File: config.mk
export PLATFORM = sky130hd
export DESIGN_NAME = cpu_run_ctrl
export DESIGN_NICKNAME = d
export VERILOG_FILES = /design/src/rtl/cpu_ctrl_pkg.sv /design/src/rtl/cpu_run_ctrl_run_counter.sv /design/src/rtl/cpu_run_ctrl.sv
export SDC_FILE = /design/constraint.sdc
export NUM_CORES = 1
export LEC_CHECK = 0
export ABC_AREA = 1
export CAP_MARGIN = 30
export CORE_AREA = 2 2 185 187
export DETAILED_ROUTE_END_ITERATION = 7
export DIE_AREA = 0 0 187 189
export GPL_TIMING_DRIVEN = 0
export SLEW_MARGIN = 25
export SYNTH_ARGS = -nofsm -noshare
export SYNTH_HDL_FRONTEND = slang
export SYNTH_SLANG_ARGS = --single-unit
export TNS_END_PERCENT = 20
File: constraint.sdc
create_clock -name clk -period 2.52 [get_ports clk]
set_clock_uncertainty 0.15 [all_clocks]
set_input_delay 0.63 -clock clk [delete_from_list [all_inputs] [get_ports clk]]
set_output_delay 0.63 -clock clk [all_outputs]
set_load 0.005 [all_outputs]
File: src/rtl/cpu_ctrl_pkg.sv
// Shared definitions for the CPU run controller: state encoding, host-port
// byte strides and a word-index to byte-address helper.
package cpu_ctrl_pkg;

   typedef enum logic [2:0] {
      S_IDLE,
      S_LOAD_I,
      S_LOAD_D,
      S_RUN,
      S_DUMP_RD,
      S_DUMP_OUT,
      S_DONE
   } state_t;

   localparam int unsigned IMEM_STRIDE = 4;  // 32-bit instruction words
   localparam int unsigned DMEM_STRIDE = 8;  // 64-bit data words

   // Zero-extended byte address of a word index.
   function automatic logic [63:0] byte_addr(input logic [31:0] idx, input int unsigned stride);
      return {32'd0, idx} * 64'(stride);
   endfunction

endpackage

File: src/rtl/cpu_run_ctrl_run_counter.sv
// Loadable down-counter that times the RUN phase; zero flags exhaustion.
module run_counter
   import cpu_ctrl_pkg::*;
#(
   parameter int W = 32
) (
   input  logic         clk,
   input  logic         rst,
   input  logic         load,
   input  logic [W-1:0] load_val,
   input  logic         dec,
   output logic         zero
);

   logic [W-1:0] cnt;

   // Load takes priority; decrement saturates at zero.
   always_ff @(posedge clk) begin
      if (rst)                   cnt <= '0;
      else if (load)             cnt <= load_val;
      else if (dec && cnt != '0) cnt <= cnt - 1'b1;
   end

   assign zero = (cnt == '0);

endmodule

File: src/rtl/cpu_run_ctrl.sv
// Host-side sequencer for a CPU under test: streams instruction and data
// words into memory, releases CPU reset and enables it for a fixed number of
// cycles, then reads the data memory back out through a ready/valid stream.
module cpu_run_ctrl
   import cpu_ctrl_pkg::*;
#(
   parameter int IMEM_AW = 9,
   parameter int DMEM_AW = 10,
   parameter int RUN_W   = 32
) (
   input  logic               clk,
   input  logic               rst,
   input  logic               start,
   input  logic [IMEM_AW:0]   imem_cnt,
   input  logic [DMEM_AW:0]   dmem_cnt,
   input  logic [RUN_W-1:0]   run_cycles,
   input  logic               ld_valid,
   input  logic [63:0]        ld_data,
   output logic               ld_ready,
   output logic               dump_valid,
   output logic [63:0]        dump_data,
   input  logic               dump_ready,
   output logic               cpu_arst_n,
   output logic               cpu_enable,
   output logic [63:0]        addr_ext,
   output logic               wen_ext,
   output logic               ren_ext,
   output logic [31:0]        wdata_ext,
   output logic [63:0]        addr_ext_2,
   output logic               wen_ext_2,
   output logic               ren_ext_2,
   output logic [63:0]        wdata_ext_2,
   input  logic [63:0]        rdata_ext_2,
   output logic               busy,
   output logic               done
);

   // One index serves both memories, wide enough for a full count of either.
   localparam int IDX_W = ((IMEM_AW > DMEM_AW) ? IMEM_AW : DMEM_AW) + 1;

   state_t             state, nxt;
   logic [IDX_W-1:0]   idx, idx_nxt, idx_inc;
   logic [IMEM_AW:0]   imem_cnt_q;
   logic [DMEM_AW:0]   dmem_cnt_q;
   logic [RUN_W-1:0]   run_q;
   logic [63:0]        dbuf;
   logic               cap_q;     // first DUMP_OUT cycle: read data arriving now
   logic               latch;
   logic               rc_load;
   logic               rc_zero;
   logic               last_i, last_d;

   assign idx_inc = idx + 1'b1;
   assign last_i  = (idx_inc == IDX_W'(imem_cnt_q));
   assign last_d  = (idx_inc == IDX_W'(dmem_cnt_q));

   run_counter #(.W(RUN_W)) u_run_counter (
      .clk      (clk),
      .rst      (rst),
      .load     (rc_load),
      .load_val (run_q),
      .dec      (cpu_enable),
      .zero     (rc_zero)
   );

   // State, word index, latched job parameters and dump buffer.
   always_ff @(posedge clk) begin
      if (rst) begin
         state      <= S_IDLE;
         idx        <= '0;
         imem_cnt_q <= '0;
         dmem_cnt_q <= '0;
         run_q      <= '0;
         dbuf       <= '0;
         cap_q      <= 1'b0;
      end else begin
         state <= nxt;
         idx   <= idx_nxt;
         cap_q <= (state == S_DUMP_RD);
         if (cap_q) dbuf <= rdata_ext_2;
         if (latch) begin
            imem_cnt_q <= imem_cnt;
            dmem_cnt_q <= dmem_cnt;
            run_q      <= run_cycles;
         end
      end
   end

   // Next-state and output decode; everything is forced quiet while rst is high.
   always_comb begin
      nxt         = state;
      idx_nxt     = idx;
      latch       = 1'b0;
      rc_load     = 1'b0;
      ld_ready    = 1'b0;
      dump_valid  = 1'b0;
      dump_data   = '0;
      cpu_arst_n  = 1'b0;
      cpu_enable  = 1'b0;
      addr_ext    = '0;
      wen_ext     = 1'b0;
      ren_ext     = 1'b0;
      wdata_ext   = '0;
      addr_ext_2  = '0;
      wen_ext_2   = 1'b0;
      ren_ext_2   = 1'b0;
      wdata_ext_2 = '0;
      busy        = 1'b0;
      done        = 1'b0;
      if (!rst) begin
         case (state)
            S_IDLE, S_DONE: begin
               done       = (state == S_DONE);
               cpu_arst_n = (state == S_DONE);
               if (start) begin
                  latch   = 1'b1;
                  idx_nxt = '0;
                  nxt     = S_LOAD_I;
               end
            end
            S_LOAD_I: begin
               busy = 1'b1;
               if (imem_cnt_q == '0) begin
                  nxt = S_LOAD_D;
               end else begin
                  ld_ready = 1'b1;
                  if (ld_valid) begin
                     wen_ext   = 1'b1;
                     wdata_ext = ld_data[31:0];
                     addr_ext  = byte_addr(32'(idx), IMEM_STRIDE);
                     if (last_i) begin
                        idx_nxt = '0;
                        nxt     = S_LOAD_D;
                     end else begin
                        idx_nxt = idx_inc;
                     end
                  end
               end
            end
            S_LOAD_D: begin
               busy = 1'b1;
               if (dmem_cnt_q == '0) begin
                  rc_load = 1'b1;
                  nxt     = S_RUN;
               end else begin
                  ld_ready = 1'b1;
                  if (ld_valid) begin
                     wen_ext_2   = 1'b1;
                     wdata_ext_2 = ld_data;
                     addr_ext_2  = byte_addr(32'(idx), DMEM_STRIDE);
                     if (last_d) begin
                        idx_nxt = '0;
                        rc_load = 1'b1;
                        nxt     = S_RUN;
                     end else begin
                        idx_nxt = idx_inc;
                     end
                  end
               end
            end
            S_RUN: begin
               busy       = 1'b1;
               cpu_arst_n = 1'b1;
               if (!rc_zero) cpu_enable = 1'b1;
               else          nxt = (dmem_cnt_q == '0) ? S_DONE : S_DUMP_RD;
            end
            S_DUMP_RD: begin
               busy       = 1'b1;
               cpu_arst_n = 1'b1;
               ren_ext_2  = 1'b1;
               addr_ext_2 = byte_addr(32'(idx), DMEM_STRIDE);
               nxt        = S_DUMP_OUT;
            end
            S_DUMP_OUT: begin
               busy       = 1'b1;
               cpu_arst_n = 1'b1;
               dump_valid = 1'b1;
               // Read data is passed straight through on its arrival cycle and
               // held from the buffer afterwards, so the beat never changes.
               dump_data  = cap_q ? rdata_ext_2 : dbuf;
               if (dump_ready) begin
                  if (last_d) begin
                     idx_nxt = '0;
                     nxt     = S_DONE;
                  end else begin
                     idx_nxt = idx_inc;
                     nxt     = S_DUMP_RD;
                  end
               end
            end
            default: nxt = S_IDLE;
         endcase
      end
   end

endmodule

Word level (Yosys, flattened, before mapping):

Cells that the tools add are included.

* multiplexer cells: 74
* add/sub/neg operators: 2
* reductions and logical operators: 13
* eq/ne operators: 19

Operator list (number)
* $mux W64: 7
* $mux W32: 6
* $mux W11: 8
* $mux W13: 4
* $pmux W11 S4: 1
* $mux W14: 3
* $logic_not A32 Y1: 1
* $reduce_bool A32 Y1: 1
* $sub A32 B1 Y32 const B: 1
* $mux W1: 30
* $pmux W14 S2: 1
* $mux W3: 9
* $pmux W3 S6: 1
* $ne A2 B2 Y1 const B: 7
* $reduce_and A7 Y1: 2
* $ne A3 B3 Y1 const B: 4
* $add A11 B1 Y11 const B: 1
* $eq A11 B10 Y1: 1
* $eq A11 B11 Y1: 1
* $logic_not A11 Y1: 1
* $logic_not A10 Y1: 1
* $eq A3 B3 Y1 const B: 3
* $eq A3 B2 Y1 const B: 2
* $reduce_or A5 Y1: 1
* other kinds (9): 11

* bits of input ports: 186
* output and inout bits: 298
* bits in registers: 164

Depth between registers and ports, before layout:

Gate-level depths: netlist (run 1).

* word-level depth: 8
* depth in mapped cells: 17

Hierarchy:

A second synthesis (run 1) with hierarchy kept.

* cells, all modules: 1635
* area, all modules: 10196.0 um2

By module, submodules not included
* cpu_run_ctrl: sequential area each 2642.5 um2, instances 1, cells an instance 1209, area an instance 7783.7 um2
* run_counter: sequential area each 640.6 um2, instances 1, cells an instance 426, area an instance 2412.3 um2

Worst setup path after synthesis (run 1):

OpenSTA, ideal clock, no wires.

* path kind: input to output
* start: input rst
* end: output wdata_ext_2[10]
* cell stages on the path: 7
* arrival: 1.627 ns
* path slack: 0.113 ns
* cell sequence: clkbuf_1 inv_1 nand2_1 nor2_1 inv_2 clkbuf_1 nor2_1

* longest elaborated chain between the ends: 1

RTL lines
* start, declared: RTL line cpu_run_ctrl.sv:12 `input logic rst,`
* $mux W64: RTL line cpu_run_ctrl.sv:110 `if (!rst) begin`
* end, declared: RTL line cpu_run_ctrl.sv:32 `output logic [63:0] wdata_ext_2,`

No other way between the ends.

Final worst setup path (run 1):

* start: register dmem_cnt_q[9]
* end: output wdata_ext_2[19]

* longest elaborated chain between the ends: 4

RTL lines
* start, declared: RTL line cpu_run_ctrl.sv:44 `logic [DMEM_AW:0] dmem_cnt_q;`
* start signal, assigned: RTL line cpu_run_ctrl.sv:83 `dmem_cnt_q <= dmem_cnt;`
* $logic_not A11 Y1: RTL line cpu_run_ctrl.sv:142 `if (dmem_cnt_q == '0) begin`
* $mux W64: RTL line cpu_run_ctrl.sv:142
* $mux W64: RTL line cpu_run_ctrl.sv:111 `case (state)`
* $mux W64: RTL line cpu_run_ctrl.sv:110

No other way between the ends.

==> results.md, run 1 <==
- Layout cell share with drive strength beyond 1: 30.9%
- Via density: 4.73
- Total Wirelength: 48.3 mm
- Routed met3 length: 3.28 mm
- Final #Nets: 2311
- Startpoint Class: flop
- TNS Setup: -43.64 ns
- Die Ht: 189 um
- Fin. max-slew vios: 0
- First-pass GRT wire length: 68.2 mm
- Setup ws final: -0.478 ns
- Root Driver: clkbuf_16
- Cell family with most CP delay: buffers and inverters
- Tcrit/Tclk final: 119%
- Final hold viol count: 0
- Filler-free cell count of the finished design: 2587
- Row count: 67
- DRC: 0
- CP cell instances: inv_2, nand3_4, nor3_2, nand2_2, nand2_4, nor2_4, buf_12, clkinv_16, clkbuf_16, buf_8, buf_6, nor2_4, buf_6
- Met1 WL: 20.6 mm
- Initial DRT Pass Iterations: 5
- CP Class: reg2out
- I/O pins: 484
- CP peak stage delay: 0.36 ns
- Worst EP required: 1.74 ns
- # port buffers: 375
- GRT Overall Usage: 25.5%
- Sw Share: 38.2%
- Netlist cell types: 31
- Initial detailed-routing violation count: 880
- Tmin final: 3.00 ns
- #FFs+latches synth: 164
- Via count: 12200
- Pint: 5.96 mW
- Sequential share of power: 31.8%
- Max cap viols: 0
- Dpl ws: -1.56 ns
- Detail Route met2 WL: 23.2 mm
- Placed cell area: 0.0146 sq mm
- Number of global-route vias before repair: 11300
- Total CTS buffers: 17
- Final-report setup violation count: 177
- Max Clock Freq: 0.334 GHz
- Initial Utilization: 29.6%
- Tightest Pin Transition: 0.737 ns
- RSZ-0062 raised after global routing: true
- Multi-input logic area: 0.00634 sq mm
- DR top layer: met5
- HP Class: reg2reg
- Pwr Density: 570 mW/mm^2
- Post-Syn Instances: 1536
- Final instance area: 0.0169 sq mm
- Synth async-reset ratio: 0%
- Routability cong.: 0.919
- Core area: 0.0333 sq mm
- Post-synth EDFFs: 0
- Slowest-stage cell, CP: dfxtp_2
- Gate power share: 40.0%
- Antenna violations before repair: 6
- H-tree Lvls: 4
- Share of the yosys chip area belonging to registers: 33.3%
- TritonCTS clock tree: yes
- Outcome: finished, violations left
- Clock Power Share: 28.1%
- Detailed Place HPWL: 36.9 mm
- Die width: 187 um
- CP endpoint kind: primary output
- Worst path arrival time: 2.22 ns
- DR WL/cell: 18.7 um
- Cts-stage hold buffer count: 0
- Filler cells: 3312
- YS warnings: 0
- Switch Pwr: 3.68 mW
- Clk sink count: 164
- Maximum fanout along the worst path: 6
- CTS clock-pin slew for the worst setup and hold paths: 0.07 ns
- Syn-to-layout area delta: 71.6%
- Syn_area_per_cell: 6.42 sq um
- Static leakage: 7.85 nW
- Worst-skew pair later-pin latency: 0.44 ns
- Failing checks: negative setup slack
- Register area: 0.00332 sq mm
- DIE AREA: 0.0353 sq mm
- Worst Path Buf+Inv: 7
- GR Overflow Total: 0
- Peak VDD IR: 0.437 mV
- Mapped cell area: 0.00986 sq mm
- Placed Cells: 2465
- Ys flop type: dfxtp_1
- Worst relative slew slack: 50.9%
- Number of routed nets with antenna violations: 0
- Pin count of the biggest net entering global routing: 17
- CTS max path bufs: 2
area by class of cell:
cell class / instances / share of cell area, %
antenna: 6 / 0.0888
buffer: 191 / 9.06
clock buffer: 18 / 2.54
clock inverter: 13 / 0.880
inverter: 148 / 3.53
multi-input combinational: 1140 / 37.5
sequential: 164 / 19.6
tap: 448 / 3.31
timing repair buffer: 458 / 23.4
timing repair inverter: 1 / 0.0666
routing by layer:
metal | global-route usage, % | vias up
met5 | 0 | -
met4 | 8.00 | 2
met3 | 6.67 | 63
met2 | 43.0 | 475
met1 | 31.7 | 5777
li1 | - | 5931
worst reg2reg max path, cell delays in order, from the launching register on:
cell and delay (ns):
dfxtp_2 0.35, buf_8 0.14, buf_4 0.13, buf_4 0.10, nand3_1 0.13, o21ai_0 0.15
inv_1 0.13, nor2_4 0.33, inv_2 0.20, clkbuf_1 0.31, o21ai_0 0.28, a21oi_1 0.06
stage by stage:
step | total power, mW | utilization, % | hold WS [ns]
global route | 10.1 | 50.8 | 0.335
global placement | 6.06 | 43.8 | 0.328
CTS | 9.22 | 48.6 | 0.326
finish | 9.64 | 50.8 | 0.324
detailed placement | 6.08 | 43.8 | 0.324
floorplan | 4.93 | - | 0.298
sequential cells by signal, summed over array words and instances (netlist names):
signal,count
imem_cnt_q,10
cap_q,1
dmem_cnt_q,11
state,3
dbuf,64
idx,11
u_run_counter.cnt,32
run_q,32
cells in the mapped netlist, types with 3 or more instances:
cell type	n	share of area, %
a21oi_1	40	2.0
a31oi_1	30	1.9
buf_1	12	0.46
buf_4	107	8.2
buf_6	6	0.69
clkbuf_1	67	2.6
dfxtp_1	164	33
ha_1	4	0.51
inv_1	139	5.3
inv_2	9	0.34
nand2_1	173	6.6
nand2_2	7	0.44
nand2_4	3	0.34
nand3_1	100	5.1
nand3_2	7	0.71
nand4_1	13	0.83
nor2_1	396	15
nor2_2	4	0.25
nor2_4	4	0.46
nor3_1	83	4.2
nor4_1	67	4.3
o21ai_0	64	3.2
xnor2_1	13	1.2
xor2_1	17	1.5
path summary, 6_finish.rpt:
path	startpoint	to	slack (ns)	cells after the start
max	dmem_cnt_q[9]	wdata_ext_2[19]	-0.48	13
max reg2reg	state[2]	imem_cnt_q[6]	-0.05	11
min reg2reg	dmem_cnt_q[4]	dmem_cnt_q[4]	0.32	2
min	dmem_cnt_q[4]	dmem_cnt_q[4]	0.32	2
power by group through the flow:
stage / Clock, mW / Sequential (mW) / Combinational, mW
finish: 2.71 / 3.07 / 3.86
global route: 2.82 / 3.10 / 4.17
CTS: 2.71 / 3.05 / 3.45
detailed placement: 0 / 3.09 / 2.99
global placement: 0 / 3.08 / 2.98
floorplan: 0 / 3.03 / 1.91
logic make-up (layout without fill, tap and decap cells):
kind of cell | after synthesis | in the layout | share of synthesized area, %
AND/OR/NAND/NOR | 861 | 863 | 38.6
adder cells (fa/ha/maj) | 4 | 4 | 0.508
other | 1 | 113 | 0.0380
flip-flops | 164 | 164 | 33.3
XOR/XNOR | 30 | 30 | 2.67
buffers and inverters | 340 | 829 | 17.5
AO/OA/AOI/OAI | 136 | 136 | 7.43
what timing repair did:
item | in CTS | in global routing
gates cloned | 7 | 6
buffers inserted | 53 | 26
pin swaps | 17 | 43
resized for setup | 541 | 541
endpoints found under the setup margin | 268 | 287
layout by cell type, fill, tap and decap left out, types with 43 or more instances in the layout:
cell type	instances
nor2_1	316
inv_1	127
clkdlybuf4s50_1	186
nor2_4	43
nor3_1	76
dfxtp_1	145
nand2_1	158
buf_4	170
nor2_2	45
o21ai_0	60
nand3_1	95
conb_1	107
buf_2	107
(Power assumes the default switching activity.)
==> run 2: changes to the inputs <==
--- a/config.mk
+++ b/config.mk
@@ -5,11 +5,10 @@
 export SDC_FILE = /design/constraint.sdc
 export NUM_CORES = 1
 export LEC_CHECK = 0
-export ABC_AREA = 1
-export CAP_MARGIN = 30
-export CORE_AREA = 2 2 185 187
+export CAP_MARGIN = 25
+export CORE_AREA = 2 2 188 190
 export DETAILED_ROUTE_END_ITERATION = 7
-export DIE_AREA = 0 0 187 189
+export DIE_AREA = 0 0 190 192
 export GPL_TIMING_DRIVEN = 0
 export SLEW_MARGIN = 25
 export SYNTH_ARGS = -nofsm -noshare
==> results.md, run 2 <==
- Overall Power: 11.8 mW (+22%)
- CP endpoint: cpu_enable
- Placed Cells: 2157 (-12%)
- Complex-gate fraction of the synthesized area: 11.5% (+4.0 points)
- Max cap viols: 0 (unchanged)
- HP Class: reg2reg
- Synth area leaders: dfxtp_1, buf_4, and2_1, mux2i_1, nand2_1
- Worst EP required: 1.74 ns (about the same)
- Max reg flops: 64 (unchanged)
- CP peak stage delay: 0.54 ns (+0.18 ns)
- CP Class: reg2out
- CTS max path bufs: 2 (unchanged)
- H-tree Lvls: 4 (unchanged)
- GR Overflow Total: 0 (unchanged)
- Ys flop type: dfxtp_1
- Via count: 10600 (-14%)
- Most frequent cells in the layout: clkdlybuf4s50_1, buf_4, dfxtp_1, nand2_1, nor2_1
- Peak VDD IR: 0.521 mV (+19%)
- Row count: 68 (+1.5%)
- R2r setup slk: -0.40 ns (-0.35 ns)
- Number of routed nets with antenna violations: 0 (unchanged)
- CP cell instances: or4_4, nor4b_4, buf_4, a31oi_4, nand2b_1, inv_2, buf_2
- RSZ-0062 raised after global routing: true
- Commonest non-fill, non-tap cell in the layout: clkdlybuf4s50_1
- Final #Nets: 1990 (-14%)
- Maximum fanout along the worst path: 4 (-2)
- Syn-to-layout area delta: 77.2%
- Failing checks: negative setup slack
- R2r endpoint: u_run_counter.cnt[20]
- Setup ws final: -0.455 ns (+0.0237 ns)
- Synthesized-area fraction occupied by adder cells: 0.523% (+0.015 points)
- Slowest-stage cell, CP: or4_4
- Worst path arrival time: 2.19 ns (-0.03 ns)
- Path depth of the worst reg2reg path: 11 (unchanged)
- DRC: 0 (unchanged)
- Die width: 190 um (+1.6%)
- Total Wirelength: 45.0 mm (-6.9%)
- Via density: 4.67 (-1.5%)
- Post-synth EDFFs: 0 (unchanged)
- Synth cell count leaders: dfxtp_1, nand2_1, nor2_1
- Top reg by flops: dbuf
- Die Ht: 192 um (+1.6%)
- Share of the synthesized area in the top cell type: 34.3% (+1.0 points)
- Filler-free cell count of the finished design: 2268 (-12%)
- Initial detailed-routing violation count: 585 (-34%)
- Filler cells: 3306 (-0.18%)
- Detailed Place HPWL: 34.2 mm (-7.4%)
- RR Startpoint: u_run_counter.cnt[5]
- Share of the yosys chip area belonging to registers: 34.3% (+1.0 points)
- Crit path from: u_run_counter.cnt[5]
- Post-synthesis simple-gate area fraction: 29.3% (-9.3 points)
- Mux contribution to synthesized area: 7.23% (+7.2 points)
- DIE AREA: 0.0365 sq mm (+3.2%)
- Post-Syn Instances: 1219 (-21%)
- Pwr Density: 695 mW/mm^2 (+22%)
- CTS clock-pin slew for the worst setup and hold paths: 0.07 ns (about the same)
- Final-report setup violation count: 272 (+54%)
- Synth async-reset ratio: 0% (unchanged)
- Tcrit/Tclk final: 118% (-0.94 points)
- Total CTS buffers: 17 (unchanged)
- Tightest Pin Transition: 0.730 ns (-0.00745 ns)
- Tmin final: 2.97 ns (-0.0237 ns)
- First-pass GRT wire length: 62.9 mm (-7.8%)
- Dpl ws: -1.61 ns (-0.0507 ns)
- Area leader, netlist: dfxtp_1
- Cts-stage hold buffer count: 0 (unchanged)
- Cell with the most instances after synthesis: dfxtp_1
- Clk sink count: 164 (unchanged)
- YS warnings: 0 (unchanged)
- DR WL/cell: 19.8 um (+6.2%)
- Core area: 0.0343 sq mm (+3.0%)
- #FFs+latches synth: 164 (unchanged)
- Antenna violations before repair: 7 (+1)
- Multi-input logic area: 0.00653 sq mm (+3.0%)
- Fin. max-slew vios: 0 (unchanged)
- Largest family of logic cells by synthesized area: simple AND/OR/NAND/NOR gates
- Routability cong.: 0.884 (-3.8%)
- Max Clock Freq: 0.336 GHz (+0.80%)
- Worst-skew pair later-pin latency: 0.43 ns (about the same)
- Number of global-route vias before repair: 9974 (-11%)
- Initial DRT Pass Iterations: 5 (unchanged)
- Root Driver: clkbuf_16
- Startpoint Class: flop
- TritonCTS clock tree: yes
- Outcome: finished, violations left
- # port buffers: 376 (+0.27%)
- Layout cell share with drive strength beyond 1: 37.7% (+6.8 points)
- Pin count of the biggest net entering global routing: 17 (unchanged)
- Post-Route Utilization: 49.4% (-1.4 points)
- Largest regs: dbuf (64), run_q (32), u_run_counter.cnt (32)
- Register area: 0.00334 sq mm (+0.64%)
- GRT Overall Usage: 23.1% (-2.3 points)
- Syn_area_per_cell: 7.85 sq um (+22%)
- Mapped cell area: 0.00957 sq mm (-2.9%)
- CP endpoint kind: primary output
- Initial Utilization: 27.9% (-1.7 points)
- I/O pins: 484 (unchanged)
- Area share of xor/xnor cells in the synthesized design: 4.28% (+1.6 points)
- Static leakage: 7.36 nW (-6.3%)
- Final hold viol count: 0 (unchanged)
- Worst relative slew slack: 51.4% (+0.50 points)
- Netlist cell types: 68 (+120%)
[run 2: cell type report]
cell class                 instances  area share (%)
multi-input combinational        958            38.5
clock inverter                     9           0.893
sequential                       164            19.7
clock buffer                      21            2.72
inverter                           6           0.133
timing repair buffer             461            24.5
buffer                           192            10.1
antenna                            2          0.0295
tap                              455            3.36
[run 2: worst min-delay path by stage]
| stage | endpoint | slack (ns) | cells past startpoint | start |
|---|---|---|---|---|
| final | run_q[23] | 0.31 | 2 | run_q[23] |
| after global placement | run_q[16] | 0.30 | 2 | run_q[16] |
| after global routing | run_q[23] | 0.33 | 2 | run_q[23] |
| after CTS | run_q[23] | 0.31 | 2 | run_q[23] |
| after detailed placement | run_q[23] | 0.30 | 2 | run_q[23] |
| after floorplan | u_run_counter.cnt[16] | 0.27 | 2 | run_q[16] |
[run 2: critical path, delay by kind of cell (launching register included)]
kind,cells,cell delay (ns)
simple gates,3,0.94
compound gates,1,0.09
flops,1,0.35
buf+inv,3,0.38
[run 2: power by group]
group          switching, mW  total (mW)  internal [mW]
logic                   3.06        5.85           2.79
registers              0.289        3.16           2.87
clock network           1.08        2.78           1.70
[run 2: per-layer routing]
layer  vias to the layer above  track usage [%]  share of wire [%]
met5                         -                0               0.10
met4                         8             6.17                2.4
met3                        73             7.14                8.5
met2                       469             42.9                 52
met1                      4947             25.4                 37
li1                       5084                -                  -
[run 2: logic make-up (layout without fill, tap and decap cells)]
logic type | after synthesis | in the layout
buf+inv | 203 | 689
simple gates | 563 | 563
other cells | 1 | 109
xor+xnor | 42 | 42
mux | 69 | 69
flops | 164 | 164
compound gates | 173 | 173
fa+ha+maj | 4 | 4
[run 2: through the flow]
step           hold slack (ns)  area [sq um]  setup TNS [ns]
2_1_floorplan            0.275         10100           -1.75
3_3_place_gp             0.300         14400         -372.23
3_5_place_dp             0.303         14400         -338.44
4_1_cts                  0.313         16000          -74.96
5_1_grt                  0.330         16900          -78.19
6_report                 0.307         17000          -57.98
[run 2: repair_timing]
action	4_1_cts	5_1_grt
pin swaps	41	69
resized for setup	723	476
endpoints found under the setup margin	292	287
cloned	4	5
setup buffers	45	31
hold endpoints to repair	0	0
